$ cat config.mk
export PLATFORM = sky130hd
export DESIGN_NAME = alu_rs
export DESIGN_NICKNAME = d
export VERILOG_FILES = /design/src/rtl/alu_rs_pkg.sv /design/src/rtl/alu_rs_age_matrix.sv /design/src/rtl/alu_rs.sv
export SDC_FILE = /design/constraint.sdc
export NUM_CORES = 1
export LEC_CHECK = 0
export CORE_ASPECT_RATIO = 0.7
export CORE_MARGIN = 3
export CORE_UTILIZATION = 45
export DETAILED_ROUTE_END_ITERATION = 16
export PLACE_DENSITY = 0.66
export SETUP_SLACK_MARGIN = 0.1
export SYNTH_ARGS = -nofsm -noshare
export SYNTH_HDL_FRONTEND = slang
export SYNTH_SLANG_ARGS = --single-unit
$ cat constraint.sdc
create_clock -name clk_i -period 5 [get_ports clk_i]
set_input_delay 0.5 -clock clk_i [delete_from_list [all_inputs] [get_ports clk_i]]
set_output_delay 0.5 -clock clk_i [all_outputs]
set_load 0.005 [all_outputs]
$ cat src/rtl/alu_rs_pkg.sv
`default_nettype none
// +--------------------------------------------------------------------+
// | alu_rs_pkg                                                         |
// | Shared types for the ALU reservation station.                      |
// | Revision: 1.0                                                      |
// +--------------------------------------------------------------------+
package alu_rs_pkg;

  localparam int ROB_W        = 5;
  localparam int ALU_RS_DEPTH = 4;

  typedef logic [ROB_W-1:0] rob_tag_t;

  typedef enum logic [3:0] {
    ALU_ADD  = 4'd0,
    ALU_SUB  = 4'd1,
    ALU_AND  = 4'd2,
    ALU_OR   = 4'd3,
    ALU_XOR  = 4'd4,
    ALU_SLL  = 4'd5,
    ALU_SRL  = 4'd6,
    ALU_SRA  = 4'd7,
    ALU_SLT  = 4'd8,
    ALU_SLTU = 4'd9,
    ALU_LUI  = 4'd10
  } alu_op_e;

  typedef struct packed {
    alu_op_e     aluop;
    rob_tag_t    rob_tag;
    logic [31:0] rs1_val;
    logic [31:0] rs2_val;
  } alu_entry_t;

  typedef struct packed {
    alu_entry_t payload;
    logic       rs1_ready;
    logic       rs2_ready;
    rob_tag_t   rs1_tag;
    rob_tag_t   rs2_tag;
  } alu_rs_entry_t;

endpackage
`default_nettype wire

$ cat src/rtl/alu_rs_age_matrix.sv
`default_nettype none
// +--------------------------------------------------------------------+
// | alu_rs_age_matrix                                                  |
// | Pairwise age tracking; grants the oldest requesting slot.          |
// | Revision: 1.0                                                      |
// +--------------------------------------------------------------------+
module alu_rs_age_matrix #(
  parameter int DEPTH = 4
) (
  input  logic             clk_i,
  input  logic             reset_ni,
  input  logic             flush_i,
  input  logic [DEPTH-1:0] alloc_i,
  input  logic [DEPTH-1:0] free_i,
  input  logic [DEPTH-1:0] req_i,
  output logic [DEPTH-1:0] grant_o
);

  // r_age[i][j] set means slot i is older than slot j
  logic [DEPTH-1:0] r_age [DEPTH];

  always_ff @(posedge clk_i or negedge reset_ni) begin
    if (!reset_ni) begin
      for (int i = 0; i < DEPTH; i++) r_age[i] <= '0;
    end else if (flush_i) begin
      for (int i = 0; i < DEPTH; i++) r_age[i] <= '0;
    end else begin
      for (int i = 0; i < DEPTH; i++) begin
        for (int j = 0; j < DEPTH; j++) begin
          if (alloc_i[i]) begin
            r_age[i][j] <= 1'b0;
          end else if (free_i[i] || free_i[j]) begin
            r_age[i][j] <= 1'b0;
          end else if (alloc_i[j]) begin
            r_age[i][j] <= 1'b1;
          end
        end
      end
    end
  end

  always_comb begin
    grant_o = '0;
    for (int i = 0; i < DEPTH; i++) begin
      grant_o[i] = req_i[i];
      for (int j = 0; j < DEPTH; j++) begin
        if (req_i[j] && r_age[j][i]) grant_o[i] = 1'b0;
      end
    end
  end

endmodule
`default_nettype wire

$ cat src/rtl/alu_rs.sv
`default_nettype none
// +--------------------------------------------------------------------+
// | alu_rs                                                             |
// | ALU reservation station: CDB wakeup, oldest-ready issue.           |
// | Revision: 1.0                                                      |
// +--------------------------------------------------------------------+
module alu_rs
  import alu_rs_pkg::*;
#(
  parameter int  DEPTH = ALU_RS_DEPTH,
  parameter type AE    = alu_entry_t,
  parameter type RE    = alu_rs_entry_t
) (
  input  logic                       clk_i,
  input  logic                       reset_ni,
  input  logic                       flush_i,
  input  logic                       dispatch_valid_i,
  output logic                       dispatch_ready_o,
  input  logic [$bits(RE)-1:0]       dispatch_i,
  input  logic                       cdb_valid_i,
  input  logic [ROB_W-1:0]           cdb_tag_i,
  input  logic [31:0]                cdb_val_i,
  output logic                       issue_valid_o,
  input  logic                       issue_ready_i,
  output logic [$bits(AE)-1:0]       issue_o,
  output logic [$clog2(DEPTH+1)-1:0] count_o
);

  localparam int             CW      = $clog2(DEPTH+1);
  localparam logic [CW-1:0]  c_depth = CW'(DEPTH);

  logic [DEPTH-1:0] r_valid;
  RE                r_ent [DEPTH];
  logic [CW-1:0]    r_count;

  RE                w_din;
  logic [DEPTH-1:0] w_req;
  logic [DEPTH-1:0] w_grant;
  logic [DEPTH-1:0] w_free_oh;
  logic [DEPTH-1:0] w_alloc;
  logic [DEPTH-1:0] w_release;
  logic             w_dispatch_fire;
  logic             w_issue_fire;
  AE                w_issue;

  // The cdb_valid_i gate comes first so an undriven tag cannot leak into state.
  function automatic RE f_wake(input RE e, input logic v, input logic [ROB_W-1:0] t,
                               input logic [31:0] d);
    RE r;
    r = e;
    if (v && !e.rs1_ready && (e.rs1_tag == t)) begin
      r.rs1_ready       = 1'b1;
      r.payload.rs1_val = d;
    end
    if (v && !e.rs2_ready && (e.rs2_tag == t)) begin
      r.rs2_ready       = 1'b1;
      r.payload.rs2_val = d;
    end
    return r;
  endfunction

  assign w_din            = RE'(dispatch_i);
  assign dispatch_ready_o = !flush_i && (r_count < c_depth);
  assign w_dispatch_fire  = dispatch_valid_i && dispatch_ready_o;

  always_comb begin
    w_free_oh = '0;
    for (int i = DEPTH-1; i >= 0; i--) begin
      if (!r_valid[i]) begin
        w_free_oh    = '0;
        w_free_oh[i] = 1'b1;
      end
    end
  end

  assign w_alloc = w_dispatch_fire ? w_free_oh : '0;

  always_comb begin
    w_req = '0;
    for (int i = 0; i < DEPTH; i++) begin
      w_req[i] = r_valid[i] && r_ent[i].rs1_ready && r_ent[i].rs2_ready;
    end
  end

  alu_rs_age_matrix #(
    .DEPTH (DEPTH)
  ) u_age (
    .clk_i    (clk_i),
    .reset_ni (reset_ni),
    .flush_i  (flush_i),
    .alloc_i  (w_alloc),
    .free_i   (w_release),
    .req_i    (w_req),
    .grant_o  (w_grant)
  );

  assign issue_valid_o = (|w_req) && !flush_i;
  assign w_issue_fire  = issue_valid_o && issue_ready_i;
  assign w_release     = w_issue_fire ? w_grant : '0;

  always_comb begin
    w_issue = '0;
    for (int i = 0; i < DEPTH; i++) begin
      if (w_grant[i]) w_issue = r_ent[i].payload;
    end
  end

  assign issue_o = w_issue;
  assign count_o = r_count;

  always_ff @(posedge clk_i or negedge reset_ni) begin
    if (!reset_ni) begin
      r_valid <= '0;
      r_count <= '0;
      for (int i = 0; i < DEPTH; i++) r_ent[i] <= '0;
    end else if (flush_i) begin
      r_valid <= '0;
      r_count <= '0;
    end else begin
      for (int i = 0; i < DEPTH; i++) begin
        if (w_alloc[i]) begin
          r_valid[i] <= 1'b1;
          r_ent[i]   <= f_wake(w_din, cdb_valid_i, cdb_tag_i, cdb_val_i);
        end else begin
          if (w_release[i]) r_valid[i] <= 1'b0;
          if (r_valid[i])   r_ent[i]   <= f_wake(r_ent[i], cdb_valid_i, cdb_tag_i, cdb_val_i);
        end
      end
      case ({w_dispatch_fire, w_issue_fire})
        2'b10:   r_count <= r_count + CW'(1);
        2'b01:   r_count <= r_count - CW'(1);
        default: r_count <= r_count;
      endcase
    end
  end

endmodule
`default_nettype wire

==> out/metrics.cfg <==
[power_and_ir_drop]
ir_worst_vdd_mv = 0.2415
power_density_mw_per_mm2 = 377.6
p_leak_nw = 10.02
pwr-share-comb = 0.194
switching_share = 0.2799
p_clk_frac = 0.337
p_sw_mw = 2.371
intPower_mw = 6.099
p_seq_frac = 0.470

[placed_design]
place_ws_ns = 0.9545
hpwl_um = 36730
place.gp.congestion = 0.9209
dpl_cell_area_sq_mm = 0.02119
io_buffers = 205

[route]
drt_wl_total_um = 57230
firstDrtPassIters = 5
vias_per_cell = 5.974
num_vias = 14820
drt-wirelength-per-cell_um = 23.08
postRouteAntennaNets = 0
drc = 0
drt_iter0_drc = 1527

[die]
ios = 206
fp.dieW_um = 249.6
fp.dieH_um = 176.5
initial_core_util = 0.4629
placementRows = 61
core_area_sq_mm = 0.04038
die_area_sq_mm = 0.04405

[cells_and_area]
post-route-cell-area_sq_mm = 0.02243
final_core_util = 0.5556
final_nets = 2047
area_growth_pct = 20.02
fill_cells = 3438
layout-drive-gt1-share = 0.1843

[setup_path]
crit_path_end = issue_o[59]
reg2reg_depth = 6
cp.required_ns = 4.50
slowest_stage = nor2_4
crit_arrival_ns = 4.16
crit_path_start = r_valid[1]
r2r_start = count_o[2]
critPathLaunchType = flip-flop
cpPeakStageDelay_ns = 1.17
rr_endpoint = r_ent[226]
crit_fanout = 75
reg2reg_slack_ns = 1.81
critical_path_class = reg -> out
path_cells = and3_1, and4_4, nor2_4, buf_4, a221oi_1, nor2_1, clkdlybuf4s50_1
cp-end-kind = primary output

[synthesis]
yosysWarningCount = 0
synth.yosys.seq_area_share = 0.4807
synthArstFlopShare = 1.000
netlist_area_sq_mm = 0.01869
ys_ff_latch = 359
syn_nets = 1895
synthCells = 1766
synthFlopType = dfrtp_1
syn_avg_cell_area_sq_um = 10.58
synth_edf_count = 0
synth_area_leaders = dfrtp_1 48%, mux2_2 14%, mux2i_1 6.9%, nand2_1 4.8%, nor2_1 4.4%
synth_top_cell_by_area = dfrtp_1
synth_cell_types = 51
synth_top_area_share = 0.4807

[timing]
fmax_ghz = 0.2146
slew_viol_final = 0
finalSetupViolCount = 0
setup_tns_ns = 0
min_period_ns = 4.659
slew_headroom = 0.08982
fin_ws_ns = 0.3406
worst_pin_slew_ns = 1.362
rsz0062_at_grt = no
whs_ns = 0.03785
finalHoldViolations = 0
skew_ns = 0.02236
post-route-period-util = 0.9319

[grt]
grt_max_degree = 135
track_usage = 0.2577
antenna_found_initial = 4
grt_first_pass_wirelength_um = 89440
grt_overflow = 0
grt_pass1_vias = 14740

[hold_path]
min_path_type = in -> async

[cts]
cts_tree = built
clkSinkCount = 359
postCtsSetupBuffers = 0
cts_buffers = 38
cts_buffer_depth = 3
clk-insertion-delay-late_ns = 0.54
clk_pin_slew_worst_paths_ns = 0.06
cts.repair.resized = 0
cts_root_buffer = clkbuf_16
cts_hold_buf = 0
cts_htree_levels = 2

[status]
status = completed

[run]
max-cap-violations = 0

==> power by group through the flow <==
| stage | Sequential [mW] | Clock [mW] | Combinational, mW |
|---|---|---|---|
| after global placement | 3.99 | 0 | 1.59 |
| final | 3.98 | 2.85 | 1.64 |
| after global routing | 4.04 | 3.03 | 1.82 |
| after floorplan | 3.86 | 0 | 1.04 |
| after CTS | 3.96 | 2.89 | 1.65 |
| after detailed placement | 4.00 | 0 | 1.64 |
==> Yosys cell counts, types with 2 or more instances <==
| library cell | n |
|---|---|
| a21oi_1 | 130 |
| a21oi_2 | 5 |
| a21oi_4 | 3 |
| a221oi_1 | 73 |
| and3_1 | 4 |
| and4_1 | 2 |
| buf_2 | 36 |
| buf_4 | 18 |
| buf_6 | 16 |
| clkbuf_1 | 60 |
| dfrtp_1 | 359 |
| mux2_1 | 20 |
| mux2_2 | 227 |
| mux2_4 | 9 |
| mux2i_1 | 129 |
| nand2_1 | 238 |
| nand2b_1 | 6 |
| nand3_1 | 2 |
| nand3b_1 | 2 |
| nand4_1 | 20 |
| nor2_1 | 218 |
| nor2b_1 | 3 |
| nor3_1 | 5 |
| nor4_1 | 6 |
| o2111a_1 | 2 |
| o211a_1 | 2 |
| o21ai_0 | 3 |
| o21ai_1 | 5 |
| o22ai_1 | 73 |
| o32a_1 | 8 |
| o41ai_2 | 2 |
| or3_1 | 3 |
| or4_1 | 9 |
| xnor2_1 | 26 |
| xor2_1 | 26 |
==> layout by cell type, fill, tap and decap left out, types with 41 or more instances in the layout <==
cell / count
dfrtp_1: 359
nand2_1: 236
mux2_2: 227
nor2_1: 217
clkdlybuf4s50_1: 204
a21oi_1: 130
mux2i_1: 129
a221oi_1: 73
o22ai_1: 73
clkbuf_16: 41
==> worst min path at each step <==
stage                     slack (ns)          to  startpoint
after floorplan                 0.20  count_o[0]    reset_ni
after global placement          0.46   r_ent[78]   r_ent[78]
after detailed placement        0.46   r_ent[78]   r_ent[78]
after CTS                        0.1   r_ent[93]    reset_ni
after global routing            0.13  r_ent[173]    reset_ni
final                           0.04   r_ent[88]    reset_ni
==> state kept, by name (all words and copies together), names as in the netlist <==
signal / count
r_valid: 4
u_age.r_age: 12
count_o: 3
r_ent: 340
==> cell type report <==
| cell class | instances | area, sq um | area share |
|---|---|---|---|
| repair buffers | 243 | 2405 | 0.1072 |
| multi-input cells | 1274 | 9128 | 0.4069 |
| flip-flops and latches | 359 | 8984 | 0.4005 |
| inverters | 2 | 7.507 | 0.0003347 |
| clock buffers | 57 | 1146 | 0.05109 |
| well taps | 535 | 669.4 | 0.02984 |
| diodes | 3 | 7.507 | 0.0003347 |
| clock inverters | 7 | 85.08 | 0.003793 |
==> through the flow <==
stage	cells	total power [mW]
after floorplan	1766	4.891
after global placement	2413	5.580
after detailed placement	2413	5.642
after CTS	2477	8.503
after global routing	2480	8.877
final	2480	8.470
==> logic make-up (layout without fill, tap and decap cells) <==
logic type | after synthesis | count (layout) | share of synthesized area
simple gates | 524 | 524 | 0.1169
mux | 385 | 385 | 0.2251
buf+inv | 133 | 309 | 0.03916
fa+ha+maj | 1 | 1 | 0.001071
other cells | 0 | 3 | 0
xor+xnor | 52 | 52 | 0.02437
compound gates | 312 | 312 | 0.1127
flops | 359 | 359 | 0.4807
==> metal layers <==
metal | wire length, um | GRT usage
met5 | 13 | 0
met4 | 1024 | 0.06473
met3 | 4457 | 0.05787
met2 | 24950 | 0.3784
met1 | 26790 | 0.3857
==> worst max-delay path, delay by kind of cell, from the launching register on <==
kind | cells | cell delay [ns]
AO/OA/AOI/OAI | 1 | 0.13
buffers and inverters | 2 | 0.92
flip-flops | 1 | 0.51
AND/OR/NAND/NOR | 4 | 2.04
Power figures use the tool's default switching activity.
